$ cat src/rtl/easy_axi_slv.sv
// easy_axi_slv: AR/R read slave; in-order single-beat responses RD_LATENCY+1 cycles after acceptance, held while rready=0.
// Optional `EASY_AXI_SLV_ALIGN_CHECK_EN: misaligned addresses return SLVERR with zero data.

`ifndef AXI_ID_WIDTH
`define AXI_ID_WIDTH 4
`endif
`ifndef AXI_ADDR_WIDTH
`define AXI_ADDR_WIDTH 32
`endif
`ifndef AXI_DATA_WIDTH
`define AXI_DATA_WIDTH 32
`endif

module easy_axi_slv #(
  parameter int QUEUE_DEPTH = 4,
  parameter int RD_LATENCY  = 2
) (
  input  logic                          clk,
  input  logic                          rst_n,
  input  logic                          axi_slv_arvalid,
  output logic                          axi_slv_arready,
  input  logic [`AXI_ID_WIDTH-1:0]      axi_slv_arid,
  input  logic [`AXI_ADDR_WIDTH-1:0]    axi_slv_araddr,
  output logic                          axi_slv_rvalid,
  input  logic                          axi_slv_rready,
  output logic [`AXI_ID_WIDTH-1:0]      axi_slv_rid,
  output logic [`AXI_DATA_WIDTH-1:0]    axi_slv_rdata,
  output logic [1:0]                    axi_slv_rresp,
  output logic                          axi_slv_rlast,
  output logic [$clog2(QUEUE_DEPTH):0]  rd_pending
);

  localparam int IW = `AXI_ID_WIDTH;
  localparam int AW = `AXI_ADDR_WIDTH;
  localparam int DW = `AXI_DATA_WIDTH;
  localparam int PW = $clog2(QUEUE_DEPTH);
  localparam int CW = PW + 1;
  localparam logic [CW-1:0] FULL = CW'(QUEUE_DEPTH);

  typedef enum logic [1:0] {
    ST_IDLE,
    ST_WAIT,
    ST_RESP
  } state_t;

  logic [IW-1:0] id_mem   [QUEUE_DEPTH];
  logic [AW-1:0] addr_mem [QUEUE_DEPTH];
`ifdef EASY_AXI_SLV_ALIGN_CHECK_EN
  logic          err_mem  [QUEUE_DEPTH];
`endif

  logic [PW-1:0] wr_ptr;
  logic [PW-1:0] rd_ptr;
  logic [CW-1:0] count;
  state_t        state;
  logic [3:0]    wait_cnt;

  logic          push;
  logic          pop;
  logic [IW-1:0] head_id;
  logic [DW-1:0] head_data;
  logic [1:0]    head_resp;

  // arready looks only at the registered count, so a pop never opens it in the same cycle.
  assign axi_slv_arready = (count != FULL);
  assign push            = axi_slv_arvalid && axi_slv_arready;
  assign pop             = axi_slv_rvalid && axi_slv_rready;
  assign axi_slv_rlast   = axi_slv_rvalid;
  assign rd_pending      = count;

  assign head_id = id_mem[rd_ptr];

`ifdef EASY_AXI_SLV_ALIGN_CHECK_EN
  assign head_resp = err_mem[rd_ptr] ? 2'b10 : 2'b00;
  assign head_data = err_mem[rd_ptr] ? '0 : (DW'(addr_mem[rd_ptr]) + DW'(head_id));
`else
  assign head_resp = 2'b00;
  assign head_data = DW'(addr_mem[rd_ptr]) + DW'(head_id);
`endif

  always_ff @(posedge clk) begin
    if (push) begin
      id_mem[wr_ptr]   <= axi_slv_arid;
      addr_mem[wr_ptr] <= axi_slv_araddr;
`ifdef EASY_AXI_SLV_ALIGN_CHECK_EN
      err_mem[wr_ptr]  <= (axi_slv_araddr[1:0] != 2'b00);
`endif
    end
  end

  always_ff @(posedge clk) begin
    if (!rst_n) begin
      wr_ptr <= '0;
      rd_ptr <= '0;
      count  <= '0;
    end else begin
      if (push) wr_ptr <= wr_ptr + 1'b1;
      if (pop)  rd_ptr <= rd_ptr + 1'b1;
      case ({push, pop})
        2'b10:   count <= count + 1'b1;
        2'b01:   count <= count - 1'b1;
        default: count <= count;
      endcase
    end
  end

  // The head entry cannot move while the FSM is outside RESP, so it is sampled on entry to RESP.
  always_ff @(posedge clk) begin
    if (!rst_n) begin
      state          <= ST_IDLE;
      wait_cnt       <= '0;
      axi_slv_rvalid <= 1'b0;
      axi_slv_rid    <= '0;
      axi_slv_rdata  <= '0;
      axi_slv_rresp  <= 2'b00;
    end else begin
      case (state)
        ST_IDLE: begin
          if (count != '0) begin
            state    <= ST_WAIT;
            wait_cnt <= 4'(RD_LATENCY - 1);
          end
        end
        ST_WAIT: begin
          if (wait_cnt == '0) begin
            state          <= ST_RESP;
            axi_slv_rvalid <= 1'b1;
            axi_slv_rid    <= head_id;
            axi_slv_rdata  <= head_data;
            axi_slv_rresp  <= head_resp;
          end else begin
            wait_cnt <= wait_cnt - 1'b1;
          end
        end
        ST_RESP: begin
          if (axi_slv_rready) begin
            state          <= ST_IDLE;
            axi_slv_rvalid <= 1'b0;
          end
        end
        default: begin
          state          <= ST_IDLE;
          axi_slv_rvalid <= 1'b0;
        end
      endcase
    end
  end

endmodule
$ cat config.mk
export PLATFORM = sky130hd
export DESIGN_NAME = easy_axi_slv
export DESIGN_NICKNAME = d
export VERILOG_FILES = /design/src/rtl/easy_axi_slv.sv
export SDC_FILE = /design/constraint.sdc
export NUM_CORES = 1
export LEC_CHECK = 0
export BUFFER_PORTS_ARGS = -buffer_cell sky130_fd_sc_hd__buf_2
export CAP_MARGIN = 20
export CORE_MARGIN = 1
export CORE_UTILIZATION = 61
export CTS_CLUSTER_SIZE = 10
export DETAILED_ROUTE_END_ITERATION = 6
export PLACE_DENSITY = 0.82
export SYNTH_ARGS = -nofsm -noshare
export SYNTH_HDL_FRONTEND = slang
export SYNTH_SLANG_ARGS = --single-unit
$ cat constraint.sdc
create_clock -name clk -period 7.45 [get_ports clk]
set_input_delay 2.235 -clock clk [delete_from_list [all_inputs] [get_ports clk]]
set_output_delay 2.235 -clock clk [all_outputs]
set_load 0.01 [all_outputs]
== After elaboration in Yosys (flattened, before gate mapping) ==
Memory sizes are Yosys's and may differ from the RTL's. A register that Yosys moved wholly into a read port is not among the register bits.
Index checks and enable logic that the tools add are counted.
Cells by class
  add/sub/neg operators: 6
  $mul: 0
  divide/modulo/power cells: 0
  order comparisons: 0
  equal/unequal tests: 9
  shifts and indexed selects: 0
  muxes and demuxes: 17
  bitwise operators: 1
  reductions and logical operators: 11
Operator list (count)
  32-bit by 4-bit adder with 32-bit output: 1
  2-bit two-way mux: 7
  3-bit AND reduction: 3
  4-bit two-way mux: 2
  2-bit inequality test, second input constant: 4
  4-bit one-hot mux with 2 select lines: 1
  2-bit one-hot mux with 3 select lines: 1
  3-bit one-hot mux with 2 select lines: 1
  2-bit by 1-bit adder with 2-bit output, second input constant: 2
  2-bit by 1-bit == test with 1-bit output, second input constant: 2
  2-bit == test, second input constant: 2
  4-bit logical NOT: 1
  1-bit two-way mux: 4
  2-bit nonzero test: 2
  4-bit by 1-bit subtractor with 4-bit output, second input constant: 1
  3-bit by 1-bit adder with 3-bit output, second input constant: 1
  3-bit inequality test, second input constant: 1
  1-bit one-hot mux with 3 select lines: 1
  3-bit nonzero test: 1
  3-bit by 1-bit subtractor with 3-bit output, second input constant: 1
  1-bit logical AND: 2
  2-bit logical NOT: 1
  2-bit AND reduction: 1
  1-bit inverter: 1
Storage, ports and cells
  register bits after elaboration: 50
  latch bits: 0
  memory bits (writable): 144
  bits in read-only memories: 0
  output and inout bits: 44
  logic and storage cells: 54
  memories: 2
Memory list
  addr_mem: depth 4, width 32, read ports 1, clocked after memory_dff 1, write ports 1, line 47  | logic [AW-1:0] addr_mem [QUEUE_DEPTH];
  id_mem: depth 4, width 4, read ports 1, clocked after memory_dff 1, write ports 1, line 46  | logic [IW-1:0] id_mem [QUEUE_DEPTH];

== Longest topological paths before layout ==
  depth after elaboration: 4
  mapped depth: 15

== Worst setup path before layout ==
No wires, ideal clock.
  kind: input -> register
  start point: input port axi_slv_arvalid
  end point: register count[2], in the netlist rd_pending[2]
  setup time: 70 ps
  data arrival time: 3621 ps
  required time: 7380 ps
  path slack: 3759 ps
  stages: 8
  cell sequence: and2_1 > inv_1 > ha_1 > inv_1 > fa_1 > xor2_1 > or3_1 > a21oi_1
Between the ends
  longest elaborated chain between the ends: 3
RTL lines
  start, declared: line 20  | input logic axi_slv_arvalid,
  1-bit logical AND (*): line 66  | assign push = axi_slv_arvalid && axi_slv_arready;
  2-bit by 1-bit == test with 1-bit output or 2-bit == test (tied branches): line 99  | case ({push, pop})
  3-bit one-hot mux with 2 select lines or 2-bit nonzero test (tied branches)
  end signal, assigned: line 100  | 2'b10: count <= count + 1'b1;
  end signal, assigned: line 101  | 2'b01: count <= count - 1'b1;
  end signal, assigned: line 102  | default: count <= count;
  end, declared: line 54  | logic [CW-1:0] count;
Every way passes the cells marked *; elsewhere a longest branch is shown, timed or not.
A chain may end at the register's enable or synchronous reset.

==> impl_metrics.py <==
metrics = {
    "die": {
        "ioPinCount": 84,
        "die-height_um": 116,
        "row_count": 41,
        "core-area_sq_mm": 0.0127,
        "floorplan.initialDensity_pct": 63.0,
        "dieArea_sq_mm": 0.0135,
        "die_w_um": 116,
    },
    "power": {
        "p_leak_uw": 0.00315,
        "p_per_area_mw_per_mm2": 332,
        "ir_drop_mv": 0.199,
    },
    "clock_network": {
        "cts-buffers-inserted": 17,
        "cts.repair.resized": 0,
        "cts.sinks": 196,
        "cts_hold_buf": 0,
        "h-tree-depth": 4,
        "cts.path.max_buffers": 2,
        "clkLatencyLatePin_ns": 0.43,
        "cts.clk_slew.worst_paths_ns": 0.07,
        "postCtsSetupBuffers": 0,
        "cts_tree": "built",
        "clock-root-buffer": "clkbuf_16",
    },
    "routing": {
        "wirelength_um": 15200,
        "drc": 0,
        "drt_iter0_drc": 370,
        "routedWlPerCell_um": 19.5,
        "vias_per_cell": 5.90,
        "first_pass_iters": 5,
        "vias": 4584,
        "ant_nets": 0,
    },
    "logic_synthesis": {
        "ys_types": 54,
        "yosysMostFrequentCell": "edfxtp_1",
        "synth_top_flop_cell": "edfxtp_1",
        "avgSynthCellArea_sq_um": 15.6,
        "ys_seq_area_share_pct": 67.2,
        "synth_edf_count": 144,
        "async_flop_share_pct": 0,
        "yosys-top-cells-area": "edfxtp_1 (54%), dfxtp_1 (13%), mux4_2 (7.3%)",
        "yosysTopAreaCell": "edfxtp_1",
        "ys_ff_latch": 196,
        "synth_top_area_share_pct": 54.2,
        "syn_inst": 510,
        "synth.cells.most_frequent": "edfxtp_1 (144), dfxtp_1 (52), nor2_1 (32)",
        "yosysWarnings": 0,
        "synth_area_sq_mm": 0.00798,
    },
    "job": {
        "max_cap_violations": 0,
    },
    "placement": {
        "place_ws_ns": 3.49,
        "io_buffers": 81,
        "dp.cells": 745,
        "dpl.hpwl_um": 9340,
        "gp_congestion": 0.817,
    },
    "global_route": {
        "grt_pass1_vias": 4469,
        "grt_max_degree": 65,
        "antenna_found_initial": 0,
        "overflow": 0,
        "grt_pass1_wl_um": 23400,
        "grt.total_usage_pct": 24.3,
    },
    "sta": {
        "relSlewSlack_pct": 29.2,
        "skew_ns": 0.00755,
        "finalSetupViolCount": 0,
        "whs_ns": 0.459,
        "drv_slew": 0,
        "grt_setup_unrepaired": "false",
        "tightest_slew_ns": 1.06,
        "period_share_pct": 52.7,
        "hold_viol": 0,
        "fmax_ghz": 0.254,
        "min_period_ns": 3.93,
        "fin_ws_ns": 3.52,
        "finalSetupTns_ns": 0,
    },
    "setup_path": {
        "crit_type": "register to register",
        "cp_data_arrival_time_ns": 4.24,
        "worstPathRequired_ns": 7.76,
        "cp_max_fo": 27,
        "cp-end-kind": "register",
        "cp-start-kind": "register",
    },
    "outcome": {
        "status": "completed",
    },
    "cells_and_area": {
        "nNetsFinal": 645,
        "antenna_cells": 0,
        "instances_no_fill": 777,
        "drive_above_1_share_pct": 25.0,
        "syn_to_final_growth_pct": 13.6,
    },
    "min_path": {
        "hold_class": "register to register",
    },
}
[worst paths after layout]
| check | cells past startpoint | from | to | slack, ns |
|---|---|---|---|---|
| setup / recovery | 11 | register | axi_slv_rdata[20]$_SDFFE_PN0P_ | 3.52 |
| hold / removal | 2 | axi_slv_rid[0]$_SDFFE_PN0P_ | axi_slv_rid[0]$_SDFFE_PN0P_ | 0.46 |
| setup reg to reg | 11 | register | axi_slv_rdata[20]$_SDFFE_PN0P_ | 3.52 |
| hold reg to reg | 2 | axi_slv_rid[0]$_SDFFE_PN0P_ | axi_slv_rid[0]$_SDFFE_PN0P_ | 0.46 |
[cell families after synthesis]
group	Yosys count	synth area share, %
xor gates and xnor gates	30	3.29
and+or+nand+nor	120	8.03
adders and majority gates	13	2.23
DFF	196	67.2
AOI/OAI and AO/OA	71	5.49
buffers and inverters	42	2.92
muxes	37	10.8
other	1	0.0470
[cell type report]
class / count / area [sq um]
sequential: 196 / 5370
fill: 780 / 3600
multi-input combinational: 273 / 2390
clock buffer: 26 / 544
timing repair buffer: 87 / 450
tap: 172 / 215
inverter: 17 / 63.8
clock inverter: 6 / 40.0
[sequential cells by signal, summed over array words and instances, names as in the netlist, named ones only]
signal / count
addr_mem: 128
axi_slv_rdata: 32
id_mem: 16
axi_slv_rid: 4
wait_cnt: 4
rd_pending: 3
rd_ptr: 2
state: 2
wr_ptr: 2
axi_slv_rlast: 1
[where the power goes]
part / leakage, uW / switching [uW] / internal [uW]
clock: 0.000285 / 372 / 506
combinational: 0.00112 / 423 / 292
sequential: 0.00175 / 89.6 / 1320
[per-layer routing]
| layer | part of all wire (%) | GRT usage (%) |
|---|---|---|
| met5 | 0 | 0 |
| met4 | 2.5 | 11.8 |
| met3 | 5.9 | 5.29 |
| met2 | 49 | 38.8 |
| met1 | 42 | 32.0 |
[critical path, cell delays in order (launching register included)]
cell and delay (ns):
dfxtp_2 0.53, buf_4 0.53, mux4_2 0.35, ha_1 0.22
inv_1 0.07, fa_1 0.40, nor2b_1 0.13, o21a_1 0.18
o211ai_2 0.21, or3_1 0.53, or3_1 0.34, a311oi_1 0.29
[cell usage in the layout (no fill, tap or decap), types with 3 or more instances in the layout]
cell	instances
edfxtp_1	144
buf_2	81
dfxtp_1	51
nor2_1	32
nand2_1	28
mux4_2	26
a21oi_1	24
clkbuf_16	20
xnor2_1	19
o21ai_0	19
inv_1	16
a211oi_1	12
xor2_1	11
ha_1	11
mux4_1	10
nor3_1	9
nand3_1	8
or3_1	8
and3_1	6
buf_4	6
and2_1	5
nor4_1	5
nor3b_1	3
o211ai_1	3
a311oi_1	3
clkbuf_1	3
[through the flow]
stage	instance area [sq um]	utilization (%)	total power, uW
3_5_place_dp	8480	66.9	2140
2_1_floorplan	7980	-	1930
5_1_grt	9070	71.6	3150
4_1_cts	9070	71.6	3020
3_3_place_gp	8480	66.9	2110
6_report	9070	71.6	3010
Note: power is estimated with default switching activity, not from simulation.
